[src/rtl/timer_ctrl.sv]
// Purpose: sequences the 8-bit event counter: prescaler, compare/reload, one-shot/periodic, level irq.
// Latency: register access completes with a one-cycle ready pulse the cycle after acceptance.
// Backpressure: req is ignored while ready is high, so at most one access completes every 2 cycles.
module timer_ctrl #(
    parameter int PRESC_W = 8
) (
    input  logic       clk,
    input  logic       reset_n,
    input  logic       req,
    input  logic       we,
    input  logic [1:0] addr,
    input  logic [7:0] wdata,
    output logic       ready,
    output logic [7:0] rdata,
    output logic [7:0] count,
    output logic       running,
    output logic       irq
);

    typedef enum logic [1:0] {
        ST_IDLE = 2'd0,
        ST_RUN  = 2'd1,
        ST_DONE = 2'd2
    } state_t;

    localparam logic [1:0] A_CTRL  = 2'd0;
    localparam logic [1:0] A_PRESC = 2'd1;
    localparam logic [1:0] A_CMP   = 2'd2;
    localparam logic [1:0] A_COUNT = 2'd3;

    state_t              state_q, state_d;
    logic [7:0]          count_q, count_d;
    logic [PRESC_W-1:0]  pres_cnt_q, pres_cnt_d;
    logic [PRESC_W-1:0]  presc_q, presc_d;
    logic [7:0]          cmp_q, cmp_d;
    logic                en_q, en_d;
    logic                periodic_q, periodic_d;
    logic                irq_en_q, irq_en_d;
    logic                pending_q, pending_d;
    logic                ready_q, ready_d;
    logic [7:0]          rdata_q, rdata_d;
    logic                running_q, running_d;

    logic acc;
    logic wr_ctrl;
    logic wr_presc;
    logic wr_cmp;
    logic wr_clr;
    logic tick;
    logic match;

    // Decode the accepted access and the prescaler tick / compare match of this cycle.
    always_comb begin
        acc      = req & ~ready_q;
        wr_ctrl  = acc & we & (addr == A_CTRL);
        wr_presc = acc & we & (addr == A_PRESC);
        wr_cmp   = acc & we & (addr == A_CMP);
        wr_clr   = acc & we & (addr == A_COUNT);
        tick     = (state_q == ST_RUN) && (pres_cnt_q == presc_q);
        match    = tick && (count_q == cmp_q);
    end

    // Next-state: counting first, then register writes, so a CTRL write overrides a same-cycle tick.
    always_comb begin
        state_d    = state_q;
        count_d    = count_q;
        pres_cnt_d = pres_cnt_q;
        presc_d    = presc_q;
        cmp_d      = cmp_q;
        en_d       = en_q;
        periodic_d = periodic_q;
        irq_en_d   = irq_en_q;
        pending_d  = pending_q;
        ready_d    = acc;
        rdata_d    = 8'h00;

        if (state_q == ST_RUN) begin
            pres_cnt_d = tick ? '0 : pres_cnt_q + PRESC_W'(1);
        end

        if (tick) begin
            if (match) begin
                if (periodic_q) begin
                    count_d = 8'h00;
                end else begin
                    // One-shot: count stays parked on the compare value.
                    state_d = ST_DONE;
                    en_d    = 1'b0;
                end
            end else begin
                count_d = count_q + 8'd1;
            end
        end

        // Set beats clear when a match and a CLR write coincide.
        if (match) begin
            pending_d = 1'b1;
        end else if (wr_clr) begin
            pending_d = 1'b0;
        end

        if (wr_presc) begin
            presc_d    = PRESC_W'(wdata);
            pres_cnt_d = '0;
        end

        if (wr_cmp) begin
            cmp_d = wdata;
        end

        if (wr_ctrl) begin
            en_d       = wdata[0];
            periodic_d = wdata[1];
            irq_en_d   = wdata[2];
            count_d    = count_q;
            if (wdata[0]) begin
                state_d    = ST_RUN;
                count_d    = 8'h00;
                pres_cnt_d = '0;
            end else begin
                state_d = ST_IDLE;
            end
        end

        running_d = (state_d == ST_RUN);

        // Reads return end-of-cycle values, so a same-cycle count update is visible.
        if (acc && !we) begin
            case (addr)
                A_CTRL:  rdata_d = {5'b00000, irq_en_d, periodic_d, en_d};
                A_PRESC: rdata_d = 8'(presc_d);
                A_CMP:   rdata_d = cmp_d;
                default: rdata_d = count_d;
            endcase
        end
    end

    // State and register file, cleared asynchronously.
    always_ff @(posedge clk or negedge reset_n) begin
        if (!reset_n) begin
            state_q    <= ST_IDLE;
            count_q    <= 8'h00;
            pres_cnt_q <= '0;
            presc_q    <= '0;
            cmp_q      <= 8'hFF;
            en_q       <= 1'b0;
            periodic_q <= 1'b0;
            irq_en_q   <= 1'b0;
            pending_q  <= 1'b0;
            ready_q    <= 1'b0;
            rdata_q    <= 8'h00;
            running_q  <= 1'b0;
        end else begin
            state_q    <= state_d;
            count_q    <= count_d;
            pres_cnt_q <= pres_cnt_d;
            presc_q    <= presc_d;
            cmp_q      <= cmp_d;
            en_q       <= en_d;
            periodic_q <= periodic_d;
            irq_en_q   <= irq_en_d;
            pending_q  <= pending_d;
            ready_q    <= ready_d;
            rdata_q    <= rdata_d;
            running_q  <= running_d;
        end
    end

    assign ready   = ready_q;
    assign rdata   = rdata_q;
    assign count   = count_q;
    assign running = running_q;
    assign irq     = pending_q & irq_en_q;

endmodule

[config.mk]
export PLATFORM = sky130hd
export DESIGN_NAME = timer_ctrl
export DESIGN_NICKNAME = d
export VERILOG_FILES = /design/src/rtl/timer_ctrl.sv
export SDC_FILE = /design/constraint.sdc
export NUM_CORES = 1
export LEC_CHECK = 0
export ABC_AREA = 1
export CAP_MARGIN = 20
export CORE_MARGIN = 2
export CORE_UTILIZATION = 51
export CTS_CLUSTER_SIZE = 28
export DETAILED_ROUTE_END_ITERATION = 7
export PLACE_DENSITY_LB_ADDON = 0.1
export SYNTH_ARGS = -nofsm -noshare
export SYNTH_HDL_FRONTEND = slang
export SYNTH_SLANG_ARGS = --single-unit
export TNS_END_PERCENT = 100
[constraint.sdc]
create_clock -name clk -period 1.6 [get_ports clk]
set_input_delay 0.32 -clock clk [delete_from_list [all_inputs] [get_ports clk]]
set_output_delay 0.32 -clock clk [all_outputs]
set_load 0.02 [all_outputs]
==> flow_summary_export.csv, run 1 <==
group,metric,value,unit
run_status,outcome,"finished, violations left",
run_status,violations,"negative setup slack",
floorplanning,die_w,79.71,um
logic_synthesis,post_synth.cell_area_avg,7.344,sq um
route,wire_per_inst,13.03,um
timing,period_minus_slack,1752,ps
logic_synthesis,synth-seq-cells,48,
place,dp_slack,-436.4,ps
clock_network,cts_buffers,5,
timing,finalClockSkew,9.749,ps
logic_synthesis,ys_top_cells_by_count,"nand2_1, inv_1, dfrtp_1",
floorplanning,core_area,0.005507,sq mm
floorplanning,start_util,53.08,%
power_and_ir_drop,p_per_area,869.7,mW/mm^2
place,routabilityCongestion,0.9229,
timing,slew_violations,0,
setup_path,crit_type,"reg -> reg",
setup_path,rr_worst_depth,13,
logic_synthesis,syn-num-nets,414,
worst_hold_path,min_path_type,"in -> reg",
clock_network,path_clk_slew,90,ps
logic_synthesis,ys_seq_area_share,41.44,%
layout,syn2layout_area_growth,47.52,%
timing,tightestPinTransition,497.8,ps
logic_synthesis,yosys_warnings,0,
route,first_iter_violations,199,
power_and_ir_drop,leakagePower,2.383,nW
setup_path,worstPathRequired,1850,ps
power_and_ir_drop,power.switching,1.267,mW
clock_network,h-tree-depth,2,
layout,final_nets,538,
layout,drive_gt1_share,40.92,%
timing,relSlewSlack,66.81,%
power_and_ir_drop,p_clk_share,20.2,%
logic_synthesis,synth.most_common_cell,"nand2_1",
logic_synthesis,synth_top_area_share,34.25,%
logic_synthesis,synth_largest_area_cell,"dfrtp_1",
route,num_vias,2952,
power_and_ir_drop,p_sw_share,33.79,%
route,drc,0,
clock_network,tritoncts,"yes",
clock_network,cts_sinks,48,
route,routed_wl,7755,um
setup_path,worstSetupEndpointType,"flop",
global_route,first_global_vias,2587,
power_and_ir_drop,p_comb_share,37.5,%
global_route,grt_usage,24.63,%
clock_network,cts_buffer_depth,2,
worst_hold_path,hold_path_depth,4,
layout,fin_util,78.30,%
job,maxCapViolCount,0,
logic_synthesis,synthArstFlopShare,100.0,%
logic_synthesis,synth_edf_count,0,
setup_path,cp_max_fo,6,
setup_path,start_kind,"flop",
global_route,grt_max_degree,22,
power_and_ir_drop,p_int,2.483,mW
timing,fin_setup_tns,-1539,ps
place,hpwl,5558,um
timing,holdWs,438.6,ps
layout,n_antenna_cell,0,
floorplanning,dieArea,0.006353,sq mm
timing,finalCritPeriodShare,109.5,%
logic_synthesis,postSynthCellCount,398,
floorplanning,die_height,79.71,um
clock_network,root_buffer,"clkbuf_8",
power_and_ir_drop,peakVddDrop,0.5701,mV
route,first_pass_iters,5,
global_route,gr-total-overflow,0,
logic_synthesis,synthTopCellsByArea,"dfrtp_1, nand2_1, inv_1",
route,avgViaCountPerCell,4.961,
route,detail-route-antenna-nets,0,
timing,timing.final.hold_violations,0,
logic_synthesis,synth_area,0.002923,sq mm
timing,rsz0062_at_grt,"yes",
global_route,grt_pass1_wl,12080,um
logic_synthesis,ys_types,35,
logic_synthesis,synth_ff_type,"dfrtp_1",
global_route,grt_antenna_before_repair,0,
power_and_ir_drop,pwr-share-seq,42.3,%
timing,worst_slack,-151.6,ps
timing,finalSetupViolations,17,
place,port_buffers,32,
floorplanning,rows,27,
floorplanning,ios,33,
setup_path,arrival,2000,ps
clock_network,clk_latency,300,ps
timing,fmax,0.5709,GHz
-- layer usage --
layer / vias to the layer above / global-route usage [%] / wire, um
met5: - / 0 / 0
met4: 0 / 9.483 / 149
met3: 16 / 3.281 / 418
met2: 93 / 38.40 / 3644
met1: 1374 / 34.76 / 3543
li1: 1469 / - / -
-- cell type report --
type	instances	area (sq um)
Multi-Input combinational cell	264	1569
Tap cell	72	90.09
Inverter	82	314.1
Fill cell	397	1195
Sequential cell	48	1214
Clock buffer	8	90.09
Timing Repair Buffer	121	1035
-- path summary, 6_finish.rpt --
kind / from / to / slack [ps]
max in group asynchronous: reset_n / cmp_q[3]$_DFF_PN1_ / 520
setup / recovery: cmp_q[0]$_DFF_PN1_ / count[4]$_DFF_PN0_ / -150
hold / removal: req / ready$_DFF_PN0_ / 440
setup reg to reg: cmp_q[0]$_DFF_PN1_ / count[4]$_DFF_PN0_ / -150
hold reg to reg: state_q[1]$_DFF_PN0_ / state_q[1]$_DFF_PN0_ / 530
min in group asynchronous: reset_n / state_q[0]$_DFF_PN0_ / 510
-- flip-flops by register name (all words and copies together) (netlist names) --
register and flops:
pending_q 1, ready 1, en_q 1, pres_cnt_q 8, cmp_q 8, irq_en_q 1, presc_q 8, running 1
periodic_q 1, state_q 2, count 8, rdata 8
-- logic make-up (layout without fill, tap and decap cells) --
logic type / after synthesis / in the layout / share of synthesized area, %
xor gates and xnor gates: 6 / 6 / 1.798
DFF: 48 / 48 / 41.44
and+or+nand+nor: 209 / 210 / 34.25
AOI/OAI and AO/OA: 46 / 46 / 9.119
buffers and inverters: 87 / 211 / 12.54
adders and majority gates: 2 / 2 / 0.8560
-- critical path, stage by stage (launching register included) --
cell      delay [ps]
dfstp_2          550
inv_2             40
nand2_2           50
nand2_2           60
nor2_4           120
nand2_2           90
clkinv_2          70
nand2_4           70
o21ai_4          240
nand2_1           90
nand2_1           90
nand2_2           70
buf_6            110
nand2_2           50
-- placed cells by master, fill, tap and decap left out, types with 2 or more instances in the layout --
| master | Yosys | layout |
|---|---|---|
| dfrtp_1 | 40 | 38 |
| xor2_1 | 5 | 5 |
| dlymetal6s2s_1 | 0 | 4 |
| buf_4 | 2 | 78 |
| dfrtp_2 | 0 | 2 |
| clkdlybuf4s50_1 | 0 | 14 |
| o21ai_1 | 20 | 14 |
| dlygate4sd2_1 | 0 | 13 |
| clkbuf_1 | 0 | 2 |
| inv_1 | 64 | 59 |
| buf_12 | 1 | 2 |
| o21ai_2 | 2 | 11 |
| nand3_1 | 20 | 10 |
| o22ai_1 | 3 | 2 |
| nand2_4 | 4 | 4 |
| nor2_2 | 5 | 8 |
| nor2_4 | 7 | 9 |
| nand4_1 | 3 | 3 |
| nor3_1 | 4 | 2 |
| ha_1 | 2 | 2 |
| nor2_8 | 2 | 2 |
| nor3_2 | 0 | 2 |
| buf_6 | 2 | 8 |
| a21oi_1 | 5 | 2 |
| nand2_2 | 8 | 27 |
| o21ai_0 | 10 | 7 |
| nand2_1 | 128 | 108 |
| nand3_2 | 3 | 12 |
| dfstp_2 | 8 | 8 |
| inv_2 | 16 | 21 |
| clkbuf_8 | 0 | 6 |
| a21oi_2 | 2 | 5 |
| nor2_1 | 23 | 19 |
-- metrics by stage --
step	instance area, sq um	power [mW]	std cells
4_1_cts	3954	3.659	576
6_report	4312	3.750	595
2_1_floorplan	2923	2.220	398
3_5_place_dp	3801	2.847	566
5_1_grt	4312	3.984	595
3_3_place_gp	3801	2.815	566
-- power groups by stage --
stage	clock (mW)	combinational (mW)	sequential (mW)
2_1_floorplan	0	0.615	1.60
3_3_place_gp	0	1.21	1.60
3_5_place_dp	0	1.24	1.60
4_1_cts	0.786	1.29	1.58
5_1_grt	0.821	1.55	1.61
6_report	0.757	1.41	1.59
-- timing repair --
| item | 4_1_cts | 5_1_grt |
|---|---|---|
| pin swaps | 7 | 38 |
| hold buffers | 1 | 0 |
| cloned | 0 | 1 |
| endpoints found under the setup margin | 32 | 32 |
| setup buffers | 1 | 18 |
| resized for setup | 30 | 66 |
| hold endpoints to repair | 14 | 0 |
Note: power is estimated with default switching activity, not from simulation.
==> inputs of run 2 (changes only) <==
--- a/config.mk
+++ b/config.mk
@@ -12,6 +12,7 @@
 export CTS_CLUSTER_SIZE = 28
 export DETAILED_ROUTE_END_ITERATION = 7
 export PLACE_DENSITY_LB_ADDON = 0.1
+export REMOVE_ABC_BUFFERS = 1
 export SYNTH_ARGS = -nofsm -noshare
 export SYNTH_HDL_FRONTEND = slang
 export SYNTH_SLANG_ARGS = --single-unit
==> constraint.sdc (replaced) <==
create_clock -name clk -period 1.6 [get_ports clk]
set_input_delay 0.32 -clock clk [delete_from_list [all_inputs] [get_ports clk]]
set_output_delay 0.32 -clock clk [all_outputs]
set_load 0.05 [all_outputs]
==> flow_summary_export.csv, run 2 (synthesis gave the netlist of run 1 again) <==
group,metric,value,unit
global_route,grt_antenna_before_repair,0,
setup_path,crit_start,"cmp_q[1]$_DFF_PN1_",
setup_path,cp_max_fo,3,
setup_path,rrSetupSlack,-230,ps
timing,rsz0062_at_grt,"yes",
setup_path,start_kind,"flop",
clock_network,tritoncts,"yes",
floorplanning,start_util,53.08,%
clock_network,h-tree-depth,2,
timing,tightestPinTransition,288.2,ps
timing,slew_violations,0,
timing,finalClockSkew,11.68,ps
power_and_ir_drop,p_per_area,884.2,mW/mm^2
place,routabilityCongestion,0.9428,
setup_path,worstSetupEndpointType,"flop",
power_and_ir_drop,p_clk_share,17.9,%
floorplanning,dieArea,0.006353,sq mm
layout,drive_gt1_share,46.38,%
clock_network,cts_sinks,48,
power_and_ir_drop,pwr-share-seq,40.4,%
layout,syn2layout_area_growth,55.27,%
place,dp_cells,575,
timing,fmax,0.5467,GHz
global_route,gr-total-overflow,0,
setup_path,cp_num_cells,13,
floorplanning,core_area,0.005507,sq mm
job,maxCapViolCount,0,
setup_path,reg2reg_to,"rdata[0]$_DFF_PN0_",
power_and_ir_drop,p_int,2.554,mW
global_route,first_global_vias,2981,
run_status,violations,"negative setup slack",
run_status,outcome,"finished, violations left",
floorplanning,ios,33,
setup_path,reg2reg_from,"cmp_q[1]$_DFF_PN1_",
clock_network,cts_buffer_depth,2,
layout,final_nets,554,
timing,finalSetupViolations,26,
clock_network,clk_latency,310,ps
setup_path,worstPathCellList,"buf_6 > nor2_2 > nor2_1 > nor2_2 > nand2_2 > nor2_4 > buf_6 > a21oi_4 > nand2_1 > nand3_1 > nand2_1 > nor2_1 > nor2_1",
worst_hold_path,min_path_type,"in -> async",
route,detail-route-antenna-nets,0,
setup_path,critPathTopFamily,"simple AND/OR/NAND/NOR gates",
timing,timing.final.hold_violations,0,
power_and_ir_drop,peakVddDrop,0.6265,mV
route,first_pass_iters,5,
floorplanning,rows,27,
power_and_ir_drop,p_comb_share,41.7,%
floorplanning,die_height,79.71,um
layout,fin_cells,611,
global_route,grt_pass1_wl,13540,um
power_and_ir_drop,p_sw_share,36.36,%
layout,fill_cells,337,
route,first_iter_violations,297,
clock_network,path_clk_slew,90,ps
route,num_vias,3184,
place,port_buffers,32,
setup_path,worst_path_most_repeated_cell,"nor2_1",
route,drc,0,
setup_path,rr_worst_depth,13,
setup_path,worstSetupEndpoint,"rdata[0]$_DFF_PN0_",
global_route,grt_usage,27.47,%
timing,period_minus_slack,1829,ps
timing,worst_slack,-229.1,ps
power_and_ir_drop,leakagePower,2.453,nW
route,routed_wl,8951,um
setup_path,arrival,2030,ps
layout,final_common_cell,"nand2_1",
setup_path,slowest_delay,560,ps
timing,relSlewSlack,80.65,%
clock_network,root_buffer,"clkbuf_8",
layout,layout_common_cells,"nand2_1, buf_4, inv_1",
power_and_ir_drop,power.switching,1.459,mW
setup_path,crit_type,"reg -> reg",
route,avgViaCountPerCell,5.211,
setup_path,worst-path-buf-inv,2,
clock_network,cts_buffers,5,
floorplanning,die_w,79.71,um
timing,finalCritPeriodShare,114.3,%
setup_path,worstPathRequired,1810,ps
setup_path,cp_slowest_cell,"dfstp_2",
global_route,grt_max_degree,30,
route,wire_per_inst,14.65,um
power_and_ir_drop,totalPowerFinal,4.013,mW
place,hpwl,5865,um
layout,n_antenna_cell,0,
==> run 2: cell count changes in the layout (fill, tap and decap cells not counted), sizes merged, moves of 2 or more <==
cell,delta
dlymetal6s2s,-2
buf,+34
clkdlybuf4s50,-5
dlygate4sd2,-12
==> run 2: power groups by stage <==
stage	Combinational, mW	Clock [mW]	Sequential (mW)
2_1_floorplan	0.614	0	1.65
3_3_place_gp	1.28	0	1.60
3_5_place_dp	1.32	0	1.61
4_1_cts	1.40	0.732	1.59
5_1_grt	1.81	0.774	1.64
6_report	1.67	0.718	1.62
==> run 2: layout make-up <==
class	instances	area [sq um]	share of cell area, %
timing repair inverter	1	7.507	0.1654
multi-input combinational	264	1598	35.21
timing repair buffer	136	1230	27.10
sequential	48	1215	26.77
tap	72	90.09	1.985
inverter	82	317.8	7.003
clock buffer	8	80.08	1.765
==> run 2: metal layers <==
layer  vias up  GRT usage [%]  part of all wire, %
met5         -              0                    0
li1       1493              -                    -
met2       149          44.71                   49
met4         0          13.10                  2.9
met3        22          4.977                  6.4
met1      1520          35.34                   42
==> run 2: metrics by stage <==
stage | hold slack [ps] | TNS (ps) | worst slack [ps] | utilization (%) | cell area (sq um)
2_1_floorplan | 24.41 | -2676 | -234.9 | - | 2865
3_3_place_gp | 156.6 | -8111 | -425.3 | 71.67 | 3946
3_5_place_dp | 156.5 | -10210 | -450.9 | 71.67 | 3946
4_1_cts | 360.8 | -1272 | -140.7 | 76.03 | 4187
5_1_grt | 381.2 | -5025 | -359.6 | 82.41 | 4538
6_report | 356.0 | -2325 | -229.1 | 82.41 | 4538
==> run 2: worst min path at each step <==
stage	start	endpoint	slack (ps)	cells past startpoint
after global placement	reset_n	state_q[0]$_DFF_PN0_	160	1
final	reset_n	state_q[0]$_DFF_PN0_	360	2
after floorplan	reset_n	count[0]$_DFF_PN0_	20	0
after global routing	reset_n	state_q[0]$_DFF_PN0_	380	2
after CTS	reset_n	state_q[0]$_DFF_PN0_	360	2
after detailed placement	reset_n	state_q[0]$_DFF_PN0_	160	1
==> run 2: timing repair <==
action                                  CTS  global route
pin swaps                                22            51
buffers inserted                          6            19
endpoints found under the hold margin     4             0
hold buffers                              1             0
resized for setup                        28            64
endpoints found under the setup margin   23            29
gates cloned                              2             0
